`src/rtl/serial_word_loader_pkg.sv`:
```
// Shared definitions for the serial word loader:
// FSM encodings and counter sizing.
package serial_word_loader_pkg;

  localparam logic [1:0] S_SHIFT = 2'd0;
  localparam logic [1:0] S_WAIT  = 2'd1;
  localparam logic [1:0] S_LOAD  = 2'd2;

  function automatic int cnt_w(input int w);
    return $clog2(w) + 1;
  endfunction

  localparam int DEF_W  = 8;
  localparam int DEF_CW = cnt_w(DEF_W);

endpackage

```
`src/rtl/serial_word_loader_if.sv`:
```
// Serial-in / parallel-out handshake bundle
// between the bit source, loader and bit bank.
interface serial_word_loader_if #(
  parameter int W = 8
) ();

  logic         d;
  logic         v;
  logic         h;
  logic         rdy;
  logic [W-1:0] q;
  logic         l;

  modport master (
    output d, v, h,
    input  rdy, q, l
  );

  modport slave (
    input  d, v, h,
    output rdy, q, l
  );

endinterface

```
`src/rtl/serial_word_loader_mod_counter.sv`:
```
// Modulo-N counter with enable, sync clear and
// a terminal-count flag at N-1.
module mod_counter #(
  parameter int N  = 8,
  parameter int CW = 4
) (
  input  logic clk,
  input  logic rst_n,
  input  logic en,
  input  logic clr,
  output logic tc
);

  localparam logic [CW-1:0] LAST = CW'(N - 1);

  logic [CW-1:0] cnt_q;
  logic [CW-1:0] cnt_d;

  assign tc = (cnt_q == LAST);

  always_comb begin
    cnt_d = cnt_q;
    if (clr) begin
      cnt_d = '0;
    end else if (en) begin
      cnt_d = tc ? '0 : cnt_q + CW'(1);
    end
  end

  always_ff @(posedge clk or negedge rst_n) begin
    if (!rst_n) begin
      cnt_q <= '0;
    end else begin
      cnt_q <= cnt_d;
    end
  end

endmodule

```
`src/rtl/serial_word_loader.sv`:
```
// Accumulates a serial stream into a W-bit word
// and strobes it into a downstream register bank.
import serial_word_loader_pkg::*;

module serial_word_loader #(
  parameter int W         = 8,
  parameter bit MSB_FIRST = 1'b1
) (
  input logic             c,
  input logic             r,
  serial_word_loader_if.slave s
);

  localparam int CW = cnt_w(W);

  logic [1:0]   state_q;
  logic [1:0]   state_d;
  logic [W-1:0] q_q;
  logic [W-1:0] q_d;
  logic [W-1:0] shifted;
  logic         l_q;
  logic         l_d;
  logic         rdy;
  logic         acc;
  logic         cnt_en;
  logic         cnt_clr;
  logic         tc;

  assign rdy   = (state_q == S_SHIFT);
  assign acc   = s.v & rdy;
  assign s.rdy = rdy;
  assign s.q   = q_q;
  assign s.l   = l_q;

  generate
    if (W == 1) begin : g_one
      assign shifted = s.d;
    end else if (MSB_FIRST) begin : g_msb
      assign shifted = {q_q[W-2:0], s.d};
    end else begin : g_lsb
      assign shifted = {s.d, q_q[W-1:1]};
    end
  endgenerate

  always_comb begin
    state_d = state_q;
    q_d     = q_q;
    cnt_en  = 1'b0;
    unique case (1'b1)
      (state_q == S_SHIFT): begin
        if (acc) begin
          q_d    = shifted;
          cnt_en = 1'b1;
          if (tc) state_d = S_WAIT;
        end
      end
      (state_q == S_WAIT): begin
        if (!s.h) state_d = S_LOAD;
      end
      (state_q == S_LOAD): begin
        state_d = S_SHIFT;
      end
      default: begin
        state_d = S_SHIFT;
      end
    endcase
  end

  // Strobe is registered from the next state so l
  // coincides exactly with the LOAD cycle.
  assign l_d     = (state_d == S_LOAD);
  assign cnt_clr = (state_q != S_SHIFT);

  mod_counter #(
    .N  (W),
    .CW (CW)
  ) u_cnt (
    .clk   (c),
    .rst_n (r),
    .en    (cnt_en),
    .clr   (cnt_clr),
    .tc    (tc)
  );

  always_ff @(posedge c or negedge r) begin
    if (!r) begin
      state_q <= S_SHIFT;
      q_q     <= '0;
      l_q     <= 1'b0;
    end else begin
      state_q <= state_d;
      q_q     <= q_d;
      l_q     <= l_d;
    end
  end

endmodule

```
`src/flat_wrapper.sv`:
```
// flat-port wrapper written by rule: the top's interface ports become plain ports
module serial_word_loader_flat 
#(
  parameter int W         = 8,
  parameter bit MSB_FIRST = 1'b1
)
  (c, r, s_d, s_v, s_h, s_rdy, s_q, s_l);
  serial_word_loader_if #(.W(W)) s_i ();
  input logic c;
  input logic r;
  input wire logic [$bits(s_i.d)-1:0] s_d;
  input wire logic [$bits(s_i.v)-1:0] s_v;
  input wire logic [$bits(s_i.h)-1:0] s_h;
  output wire logic [$bits(s_i.rdy)-1:0] s_rdy;
  output wire logic [$bits(s_i.q)-1:0] s_q;
  output wire logic [$bits(s_i.l)-1:0] s_l;
  assign s_i.d = s_d;
  assign s_i.v = s_v;
  assign s_i.h = s_h;
  assign s_rdy = s_i.rdy;
  assign s_q = s_i.q;
  assign s_l = s_i.l;
  serial_word_loader #(.W(W), .MSB_FIRST(MSB_FIRST)) u_core (.c(c), .r(r), .s(s_i));
endmodule
```
`config.mk`:
```
export PLATFORM = sky130hd
export DESIGN_NAME = serial_word_loader_flat
export DESIGN_NICKNAME = d
export VERILOG_FILES = /design/src/rtl/serial_word_loader_pkg.sv /design/src/rtl/serial_word_loader_if.sv /design/src/rtl/serial_word_loader_mod_counter.sv /design/src/rtl/serial_word_loader.sv /design/src/flat_wrapper.sv
export SDC_FILE = /design/constraint.sdc
export NUM_CORES = 1
export LEC_CHECK = 0
export BUFFER_PORTS_ARGS = -buffer_cell sky130_fd_sc_hd__buf_2
export CAP_MARGIN = 20
export CORE_ASPECT_RATIO = 1.1
export CORE_MARGIN = 3
export CORE_UTILIZATION = 44
export CTS_CLUSTER_SIZE = 12
export DETAILED_ROUTE_END_ITERATION = 6
export PLACE_DENSITY_LB_ADDON = 0.12
export SLEW_MARGIN = 15
export SYNTH_ARGS = -nofsm -noshare
export SYNTH_HDL_FRONTEND = slang
export SYNTH_SLANG_ARGS = --single-unit
export TNS_END_PERCENT = 20
```
`constraint.sdc`:
```
create_clock -name c -period 1.5 [get_ports c]
set_clock_uncertainty 0.15 [all_clocks]
set_input_delay 0.3 -clock c [delete_from_list [all_inputs] [get_ports c]]
set_output_delay 0.3 -clock c [all_outputs]
set_load 0.005 [all_outputs]
```
; Yosys cells after proc, flatten, opt, wreduce, memory -nomap -nowiden
; Index checks and enable logic that the tools add are counted.
[word_totals]
mem_bits_ro = 0
elab_cells = 22
memories = 0
out_inout_bits = 10
ff_bits = 15
input_bits = 5
ram_bits = 0
latch_bits = 0
[op_classes]
magnitude_cmp = 0
n_mux = 9
reduce_logical = 4
shift = 0
n_bitwise = 1
eq_ne = 3
addsub = 1
mul = 0
div = 0
[op_table]
columns = cell, n
row1 = $mux 4, 3
row2 = $mux 2, 3
row3 = $add 4x1->4 const B, 1
row4 = $eq 4x3->1 const B, 1
row5 = $pmux 2 s2, 1
row6 = $reduce_bool 2->1, 2
row7 = $eq 2x1->1 const B, 1
row8 = $eq 2x2->1 const B, 1
row9 = $logic_not 2->1, 1
row10 = $mux 1, 2
row11 = $reduce_and 2->1, 1
row12 = $and 1x1->1, 1

; Depth between registers and ports, before layout
; Gate-level depths: netlist of run 1.
[logic_depth]
depth_word = 6
ltp_mapped = 3

; Modules after synthesis
; A second synthesis of run 1 with hierarchy kept.
[unflattened]
cells_unflattened = 47
area_unflattened_um2 = 643.1
[by_module_without_submodules]
columns = module, instances, area_each_um2, cells_per_inst
row1 = serial_word_loader, 1, 430.4, 28
row2 = mod_counter, 1, 212.7, 19

; Worst setup path before layout of run 1
; No wires, ideal clock.
[synth_path]
path_kind = flip-flop to flip-flop
from = register u_core.state_q[1]
to = register u_core.q_q[0] (netlist: u_core.s.q[0])
stages_incl_launch_ff = 4
arrival_ps = 1220
path_buffers = 1
slack_ps = 5
required_time_ps = 1225
setup_time_ps = 125
cell_sequence = dfrtp_1 -> buf_2 -> nor3b_4 -> mux2_2
[synth_via]
elab_chain_cells = 3
[synth_rtl]
columns = item, line_no
row1 = "start, declared", serial_word_loader.sv:16  ; logic [1:0] state_q;
row2 = "start signal, assigned", serial_word_loader.sv:91  ; state_q <= state_d;
row3 = $logic_not 2->1 (*), "serial_word_loader.sv:29, serial_word_loader.sv:50"
row4 = $and 1x1->1, serial_word_loader.sv:30  ; assign acc = s.v & rdy;
row5 = $reduce_and 2->1 (no source line) (*), --
row6 = "end signal, assigned", serial_word_loader.sv:92  ; q_q <= q_d;
row7 = "end, declared", serial_word_loader.sv:18  ; logic [W-1:0] q_q;
; Every way passes the cells marked *; elsewhere a longest branch is shown, timed or not.
; A chain may end at the register's enable or synchronous reset.

; Worst setup path in the final report of run 1
[layout_path]
from = register u_core.state_q[0]
to = output port s_rdy
[layout_via]
elab_chain_cells = 1
[layout_rtl]
columns = item, line_no
row1 = $logic_not 2->1, serial_word_loader.sv:29  ; assign rdy = (state_q == S_SHIFT);
row2 = "end, declared", flat_wrapper.sv:14  ; output wire logic [$bits(s_i.rdy)-1:0] s_rdy;
; Every way passes these cells.

==> results of run 1 <==
[registers in the layout (all words and copies together), names as in the netlist]
register and count:
u_core.s.q 8, u_core.u_cnt.cnt_q 4, u_core.state_q 2, u_core.s.l 1
[repair_timing]
action | 4_1_cts | 5_1_grt
endpoints found under the setup margin | 1 | 9
hold buffers | 1 | 0
endpoints found under the hold margin | 15 | 0
gates resized for setup | 3 | 1
buffers inserted | 2 | 0
[routing by layer]
metal  vias up  global-route usage [%]
met5         -                       0
met4         0                    7.45
met3         0                    3.56
met2         8                    24.0
met1       217                    17.2
li1        213                       -
[stage by stage]
step                      hold WS [ns]  std cells  setup TNS, ns  setup slack (ns)  cell area (µm²)
after floorplan                 -0.146         45              0           0.00538              639
after global placement          0.0742         76              0            0.0767              758
after detailed placement        0.0739         76              0            0.0677              758
after CTS                       0.0458         83         -0.208           -0.0546              813
after global routing            0.0433         83         -0.600           -0.0923              820
final                           0.0614         83         -0.189           -0.0367              820
[final timing paths]
kind | from | end | slack (ns) | depth (start not counted)
worst max register to register | u_core.state_q[0] | u_core.s.q[7] | -0.02 | 4
worst min-delay path | s_h | u_core.state_q[1] | 0.06 | 2
worst max-delay path | u_core.state_q[0] | s_rdy | -0.04 | 3
min in group asynchronous | r | u_core.s.l | 0.29 | 2
worst min register to register | u_core.s.q[1] | u_core.s.q[1] | 0.38 | 1
max in group asynchronous | r | u_core.state_q[0] | 0.64 | 2
[area by class of cell]
class | count | area [µm²]
Sequential cell | 15 | 377
Clock buffer | 4 | 26.3
Multi-Input combinational cell | 27 | 254
Timing Repair Buffer | 20 | 136
Inverter | 2 | 7.51
Tap cell | 15 | 18.8
Fill cell | 97 | 449
[cell families (layout without fill, tap and decap cells)]
family / Yosys count / after routing
AO/OA/AOI/OAI: 4 / 4
flip-flops: 15 / 15
buffers and inverters: 3 / 26
AND/OR/NAND/NOR: 12 / 12
adder cells (fa/ha/maj): 1 / 1
multiplexers: 10 / 10
[cell usage in the layout, fill, tap and decap left out, types with 3 or more instances in the layout]
| master | n |
|---|---|
| clkbuf_4 | 3 |
| mux2_2 | 9 |
| buf_4 | 4 |
| nor3b_1 | 3 |
| buf_2 | 13 |
| dfrtp_1 | 14 |
[report_power, final]
| part | internal (µW) | switching, µW |
|---|---|---|
| combinational | 322 | 195 |
| sequential | 566 | 113 |
| clock | 103 | 126 |
| total | 991 | 434 |
==> metrics.md, run 1 <==
| Metric | Value |
|---|---|
| Status | `finished, violations left` |
| Failing checks | `setup timing` |
| Synthesized area per cell | `between 10 and 15 µm²` |
| DR vias/cell | `roughly 5.3` |
| Crit. End Element | `output pin` |
| CTS tree | `done` |
| Cts bufs inserted | `3` |
| Hold Path Class | `primary input to register` |
| Pin count of the biggest net entering global routing | `16` |
| Htree depth | `1` |
| Final period util | `102%` |
| Diodes inserted | `0` |
| Synth Flop Type | `dfrtp_1` |
| Clk buf depth | `2` |
| Pwr/cell area | `1740 nW/µm²` |
| Vias in the first global route | `447` |
| WP data required | `between 1 and 1.5 ns` |
| Count leader, synth | `dfrtp_1` |
| Total Wirelength | `~1.1 mm` |
| M1 WL | `a little over 500 µm` |
| Post-synth top area share | `58.7%` |
| Buf/Inv on CP | `2` |
| Minimum clock period | `1.54 ns` |
| Slew headroom | `78.0%` |
| Cells after Synth | `45` |
| Top Layer Used | `met3` |
| Clock-pin slew on the worst setup and hold paths | `around 0.090 ns` |
| Post-route DRC | `0` |
| GRT Overall Usage | `between 10% and 20%` |
| Synth async-reset ratio | `between 90% and 100%` |
| Net Count, Synth | `just over 50` |
| Initial DRC count | `0` |
| WL met3 | `41 µm` |
| CP max FO | `4` |
| Worst path max stage delay | `0.42 ns` |
| Clk_lat worst skew | `~0.28 ns` |
| Final hold violations | `0` |
| Initial antenna violation count | `0` |
| Adder-Cell Fraction of Synth Area | `roughly 2.0%` |
| Area leader, netlist | `dfrtp_1` |
| Final Max Slew Viols | `0` |
| EDFF count, synth | `0` |
| Setup-failing EPs final | `9` |
| Final #Nets | `between 70 and 80` |
| Crit-path leading delay family | `flip-flops` |
| Maximum vdd drop | `between 0.7 and 0.8 mV` |
| Ratio of cells with drive above 1 in the final layout | `between 50% and 60%` |
| Crit path max-delay cell type | `dfrtp_2` |
| Largest family of logic cells by synthesized area | `multiplexers` |
| Routed Antenna Nets | `0` |
| XOR/XNOR Fraction of Synth Area | `0%` |
| Startpoint Class | `register` |
| Yosys cell types | `20` |
| Worst path arrival time | `between 1 and 1.5 ns` |
| Post-DP HPWL | `about 800 µm` |
| Cell row count | `13` |
| Synth warn | `0` |
| Initial Util | `50.4%` |
| Largest cells by area after synthesis | `dfrtp_1, mux2_2, nor3b_1` |
| Final worst slack | `-0.0367 ns` |
| Complex-gate fraction of the synthesized area | `~4.9%` |
| CTS root buffer | `clkbuf_4` |
| Commonest cells post-synth | `dfrtp_1, mux2_2, nor3b_1, inv_1` |
| Mapped Area | `between 600 and 700 µm²` |
| WL met2 | `~570 µm` |
| Seq/Total Area, Yosys | `about three fifths` |
| Mux contribution to synthesized area | `between 10% and 20%` |
| Core area | `roughly 1300 µm²` |
| Drt first pass iters | `1` |
| Die Wd | `around 42 µm` |
| Global-route wire length before repair | `around 2.0 mm` |
| Final Total Pwr | `1430 µW` |
| Simple-gate share of the synthesized area | `between 15 and 20%` |
| # clock sinks | `15` |
| Wirelength per Cell | `between 10 and 15 µm` |
| Syn-to-layout area delta | `28.2%` |
| Slew at the pin closest to its max-slew limit | `approximately 0.33 ns` |
| Post-layout utilization of the core | `64.6%` |
| Peak Freq | `roughly 650 MHz` |
| # IOs | `15` |
| Crit Path Category | `register to output pin` |
| Via count | `about 440` |
| Die Ht | `about 46 µm` |
| Final Wtd Congestion | `between 0.6 and 0.7` |
| RSZ-0062 raised after global routing | `yes` |
| Worst path cell trace | `or2_4, inv_2, buf_6` |
| Port Buffer Count | `14` |
| Pleak | `slightly below 0.0004 µW` |
| #FFs+latches synth | `15` |
| Global route total overflow | `0` |
| Die Area | `slightly below 2000 µm²` |
| Max Cap Viol | `0` |
(Power assumes the default switching activity.)
==> inputs of run 2 (changes only) <==
--- a/config.mk
+++ b/config.mk
@@ -7,11 +7,10 @@
 export LEC_CHECK = 0
 export BUFFER_PORTS_ARGS = -buffer_cell sky130_fd_sc_hd__buf_2
 export CAP_MARGIN = 20
-export CORE_ASPECT_RATIO = 1.1
-export CORE_MARGIN = 3
-export CORE_UTILIZATION = 44
+export CORE_AREA = 3 3 40 42
 export CTS_CLUSTER_SIZE = 12
 export DETAILED_ROUTE_END_ITERATION = 6
+export DIE_AREA = 0 0 43 45
 export PLACE_DENSITY_LB_ADDON = 0.12
 export SLEW_MARGIN = 15
 export SYNTH_ARGS = -nofsm -noshare
==> constraint.sdc (replaced) <==
create_clock -name c -period 1.8 [get_ports c]
set_clock_uncertainty 0.15 [all_clocks]
set_input_delay 0.36 -clock c [delete_from_list [all_inputs] [get_ports c]]
set_output_delay 0.36 -clock c [all_outputs]
set_load 0.005 [all_outputs]
==> metrics.md, run 2 (same netlist as run 1, synthesis figures left out) <==
| Metric | Value |
|---|---|
| Clk buf depth | `2 (unchanged)` |
| Final Wtd Congestion | `0.814 (+19%)` |
| CTS tree | `done` |
| Slew at the pin closest to its max-slew limit | `0.320 ns (-0.0101 ns)` |
| Setup-failing EPs final | `0 (-9)` |
| Via count | `417 (-4.8%)` |
| Diodes inserted | `0 (unchanged)` |
| Max reg flops | `8 (unchanged)` |
| Peak Freq | `577 MHz` |
| Worst hold margin | `0.113 ns (+0.0515 ns)` |
| Maximum vdd drop | `0.802 mV (+4.2%)` |
| Ratio of cells with drive above 1 in the final layout | `50.8% (-2.2 points)` |
| Clk_lat worst skew | `0.27 ns (about the same)` |
| Placed Area | `731 µm² (-3.6%)` |
| Initial antenna violation count | `0 (unchanged)` |
| Syn-to-layout area delta | `21.5%` |
| Total Wirelength | `1.01 mm (-11%)` |
| RSZ-0062 raised after global routing | `no` |
| Drt first pass iters | `2 (+1)` |
| Startpoint Class | `register` |
| Layout filler cell count | `104 (+7.2%)` |
| CP max FO | `7 (+3)` |
| GRT Overall Usage | `12.0% (-2.3 points)` |
| Commonest cells after routing, fill and taps aside | `buf_2, dfrtp_1, mux2_2` |
| Final hold violations | `0 (unchanged)` |
| Max Cap Viol | `0 (unchanged)` |
| Final Max Slew Viols | `0 (unchanged)` |
| Pwr/cell area | `1460 nW/µm² (-16%)` |
| Core area | `1280 µm² (+1.3%)` |
| Wirelength per Cell | `12.6 µm (-7.5%)` |
| Cell row count | `13 (unchanged)` |
| Initial Util | `49.8% (-0.64 points)` |
| Cts bufs inserted | `3 (unchanged)` |
| Initial DRC count | `6 (+6)` |
| # clock sinks | `15 (unchanged)` |
| Die Wd | `43 µm (+1.5%)` |
| Htree depth | `1 (unchanged)` |
| Post-DP HPWL | `737 µm (-8.1%)` |
| Final period util | `a little under 100%` |
| Die Area | `1940 µm² (-0.62%)` |
| Vias in the first global route | `420 (-6.0%)` |
| Worst path arrival time | `1.22 ns (+0.13 ns)` |
| Global-route wire length before repair | `1.75 mm (-14%)` |
| Crit. End Element | `output pin` |
| Fin area | `777 µm² (-5.2%)` |
| Hold Path Class | `primary input to register` |
| DR vias/cell | `5.21 (-1.2%)` |
| CTS root buffer | `clkbuf_4` |
| Port Buffer Count | `14 (unchanged)` |
| Post-route DRC | `0 (unchanged)` |
| Final #Nets | `72 (-4.0%)` |
| Minimum clock period | `approximately 1.7 ns` |
| Slew headroom | `78.6% (+0.67 points)` |
| Clock-pin slew on the worst setup and hold paths | `0.09 ns (about the same)` |
| WP data required | `1.29 ns (+0.24 ns)` |
| Pleak | `0.000365 µW (-6.3%)` |
| Routed Antenna Nets | `0 (unchanged)` |
| Pin count of the biggest net entering global routing | `16 (unchanged)` |
| Global route total overflow | `0 (unchanged)` |
| Die Ht | `45 µm (-2.1%)` |
| # IOs | `15 (unchanged)` |
| Status | `completed` |
| Setup Total Neg Slack | `0 ns (+0.189 ns)` |
| Crit Path Category | `register to output pin` |
| Most common cell after layout, fill and taps aside | `buf_2` |
[run 2: changes by cell type in the layout (fill, tap and decap cells not counted), sizes merged]
cell | previous run | this run
buf | 19 | 16
[run 2: worst paths after layout]
| check | startpoint | endpoint | slack (ns) | depth (start not counted) |
|---|---|---|---|---|
| min | s_h | u_core.state_q[1] | 0.11 | 2 |
| min in group asynchronous | r | u_core.s.q[4] | 0.37 | 2 |
| max reg2reg | u_core.state_q[1] | u_core.s.q[1] | 0.22 | 4 |
| max | u_core.state_q[1] | s_rdy | 0.07 | 3 |
| max in group asynchronous | r | u_core.state_q[0] | 0.87 | 2 |
| min reg2reg | u_core.state_q[1] | u_core.state_q[1] | 0.36 | 1 |
[run 2: repair_timing]
item | 4_1_cts | 5_1_grt
gates resized for setup | 0 | 2
hold buffers | 1 | 0
endpoints found under the hold margin | 15 | 0
buffers inserted | 0 | 1
setup endpoints to repair | 0 | 1
[run 2: routing by layer]
| layer | up-vias | track usage (%) | part of all wire, % |
|---|---|---|---|
| li1 | 205 | - | - |
| met1 | 199 | 17.1 | 50 |
| met2 | 11 | 17.7 | 45 |
| met3 | 2 | 2.39 | 4.3 |
| met4 | 0 | 5.42 | 0.50 |
| met5 | - | 0 | 0 |
[run 2: power breakdown]
| group | internal, µW | switching [µW] | total (µW) |
|---|---|---|---|
| combinational | 236 | 147 | 383 |
| sequential | 473 | 96.2 | 569 |
| clock | 85.6 | 94.7 | 180 |
| total | 794 | 338 | 1130 |
[run 2: layout make-up]
| class | instances | area (µm²) | area share [%] |
|---|---|---|---|
| clock buffers | 4 | 26.3 | 3.38 |
| inverters | 2 | 7.51 | 0.966 |
| multi-input cells | 27 | 251 | 32.4 |
| flip-flops and latches | 15 | 378 | 48.6 |
| well taps | 15 | 18.8 | 2.42 |
| repair buffers | 17 | 95.1 | 12.2 |
[run 2: worst max-delay path, cell delays in order (launching register included)]
cell and delay, ns:
dfrtp_2 0.45, or2_2 0.34, inv_1 0.06, buf_2 0.10
[run 2: metrics by stage]
step / total power, µW / setup slack (ns) / utilization, % / std cells
2_1_floorplan: 803 / 0.305 / - / 45
3_3_place_gp: 962 / 0.277 / 56.9 / 74
3_5_place_dp: 960 / 0.297 / 56.9 / 74
4_1_cts: 1140 / 0.00623 / 59.7 / 79
5_1_grt: 1230 / 0.0218 / 60.5 / 80
6_report: 1130 / 0.0676 / 60.5 / 80
==> inputs of run 3 (changes only) <==
--- a/config.mk
+++ b/config.mk
@@ -5,12 +5,13 @@
 export SDC_FILE = /design/constraint.sdc
 export NUM_CORES = 1
 export LEC_CHECK = 0
-export BUFFER_PORTS_ARGS = -buffer_cell sky130_fd_sc_hd__buf_2
-export CAP_MARGIN = 20
+export BUFFER_PORTS_ARGS = -buffer_cell sky130_fd_sc_hd__buf_4
+export CAP_MARGIN = 25
 export CORE_AREA = 3 3 40 42
 export CTS_CLUSTER_SIZE = 12
 export DETAILED_ROUTE_END_ITERATION = 6
 export DIE_AREA = 0 0 43 45
+export MAX_ROUTING_LAYER = met4
 export PLACE_DENSITY_LB_ADDON = 0.12
 export SLEW_MARGIN = 15
 export SYNTH_ARGS = -nofsm -noshare
==> metrics.md, run 3 (same netlist as run 1, synthesis figures left out) <==
| Metric | Value |
|---|---|
| Slew headroom | `85.6% (+7.0 points)` |
| CP max FO | `6 (-1)` |
| Global-route wire length before repair | `1.79 mm (+2.4%)` |
| Switching Fraction | `29.8% (about the same)` |
| Clock power frac | `15.4% (-0.5 points)` |
| Setup-failing EPs final | `0 (unchanged)` |
| Peak Freq | `600 MHz (+3.9%)` |
| CTS root buffer | `clkbuf_4` |
| Most common cell after layout, fill and taps aside | `buf_4` |
| Drt first pass iters | `2 (unchanged)` |
| Cell row count | `13 (unchanged)` |
| Ratio of cells with drive above 1 in the final layout | `52.3% (+1.5 points)` |
| Maximum vdd drop | `0.780 mV (-2.7%)` |
| DR vias/cell | `5.39 (+3.4%)` |
| Worst hold margin | `0.0984 ns (-0.0145 ns)` |
| Syn-to-layout area delta | `27.6%` |
| Via count | `431 (+3.4%)` |
| Global route total overflow | `0 (unchanged)` |
| Final hold violations | `0 (unchanged)` |
| Final Instance Count excl. Fillers | `80 (unchanged)` |
| Worst path arrival time | `1.16 ns (-0.06 ns)` |
| Die Wd | `43 µm (unchanged)` |
| R2R Setup Slk | `0.35 ns (+0.13 ns)` |
| DP Cell Count | `74 (unchanged)` |
| Pwr/cell area | `1480 nW/µm² (+1.3%)` |
| Startpoint Class | `register` |
| Initial Util | `49.8% (unchanged)` |
| Die Area | `1940 µm² (unchanged)` |
| Post-route DRC | `0 (unchanged)` |
| Final Max Slew Viols | `0 (unchanged)` |
| Crit. End Element | `output pin` |
| Htree depth | `1 (unchanged)` |
| Post-DP HPWL | `803 µm (+9.0%)` |
| Slew at the pin closest to its max-slew limit | `0.213 ns (-0.107 ns)` |
| Internal | `845 µW (+6.4%)` |
| Total Wirelength | `1.11 mm (+10%)` |
| Hold Path Class | `primary input to register` |
| Post-layout utilization of the core | `63.5% (+3.0 points)` |
| Clk_lat worst skew | `0.27 ns (about the same)` |
| # clock sinks | `15 (unchanged)` |
| Initial antenna violation count | `0 (unchanged)` |
| Flop pwr share | `48.1% (-2.1 points)` |
| CTS tree | `done` |
| Comb pwr share | `36.5% (+2.7 points)` |
| Diodes inserted | `0 (unchanged)` |
| Max reg flops | `8 (unchanged)` |
| Sw power | `359 µW (+6.2%)` |
| Clk buf depth | `2 (unchanged)` |
| Pin count of the biggest net entering global routing | `16 (unchanged)` |
| Final period util | `92.6% (-3.6 points)` |
| Core area | `1280 µm² (unchanged)` |
| Wirelength per Cell | `13.9 µm (+10%)` |
| Vias in the first global route | `417 (-0.71%)` |
| Commonest cells after routing, fill and taps aside | `buf_4, dfrtp_1, mux2_2` |
| Setup Total Neg Slack | `0 ns (unchanged)` |
| Pleak | `0.000379 µW (+3.7%)` |
| Status | `completed` |
| Placed Area | `766 µm² (+4.8%)` |
| Cts bufs inserted | `3 (unchanged)` |
| Port Buffer Count | `14 (unchanged)` |
| # IOs | `15 (unchanged)` |
| Fin area | `816 µm² (+5.0%)` |
| Initial DRC count | `2 (-4)` |
| Crit Path Category | `register to output pin` |
| RSZ-0062 raised after global routing | `no` |
| Routed Antenna Nets | `0 (unchanged)` |
| Final Wtd Congestion | `0.789 (-3.1%)` |
| Minimum clock period | `1.67 ns (-0.0657 ns)` |
| Final #Nets | `72 (unchanged)` |
| GRT Overall Usage | `12.7% (+0.74 points)` |
| WP data required | `1.29 ns (about the same)` |
| Die Ht | `45 µm (unchanged)` |
| Clock-pin slew on the worst setup and hold paths | `0.09 ns (about the same)` |
| Max Cap Viol | `0 (unchanged)` |
-- run 3: power groups by stage --
stage,clock (µW),sequential [µW],combinational [µW]
final,185,579,440
after detailed placement,0,584,438
after CTS,190,579,441
after global placement,0,583,435
after floorplan,0,567,236
after global routing,206,603,488
-- run 3: worst paths after layout --
kind	start	to	cells past startpoint
min in group asynchronous	r	u_core.s.q[3]	2
hold reg to reg	u_core.s.q[7]	u_core.s.q[7]	1
setup reg to reg	u_core.state_q[1]	u_core.s.q[2]	3
max in group asynchronous	r	u_core.state_q[1]	2
setup / recovery	u_core.state_q[1]	s_rdy	3
hold / removal	s_h	u_core.state_q[1]	2
-- run 3: stage by stage --
stage                     total power [µW]  worst slack (ns)
after global placement                1020             0.320
after global routing                  1300            0.0719
after floorplan                        803             0.305
after CTS                             1210           0.00613
final                                 1200             0.133
after detailed placement              1020             0.316
-- run 3: per-layer routing --
layer	vias to the layer above	GRT usage [%]	wire [µm]
met5	-	-	0
met4	0	7.23	31
met3	4	2.79	72
met2	13	19.5	480
met1	209	15.7	524
li1	205	-	-
-- run 3: final cells by class --
class | count | area (µm²)
Tap cell | 15 | 18.8
Inverter | 2 | 7.51
Clock inverter | 1 | 5.00
Sequential cell | 15 | 378
Multi-Input combinational cell | 27 | 254
Clock buffer | 3 | 22.5
Timing Repair Buffer | 17 | 130
Fill cell | 117 | 469
-- run 3: timing repair --
| action | CTS | global route |
|---|---|---|
| hold endpoints to repair | 15 | 0 |
| setup buffers | 0 | 1 |
| hold buffers | 1 | 0 |
| setup endpoints to repair | 0 | 1 |
| gates resized for setup | 0 | 3 |
-- run 3: critical path: stages, from the launching register on --
cell	delay (ns)
dfrtp_2	0.46
or2_4	0.28
inv_1	0.05
buf_4	0.10
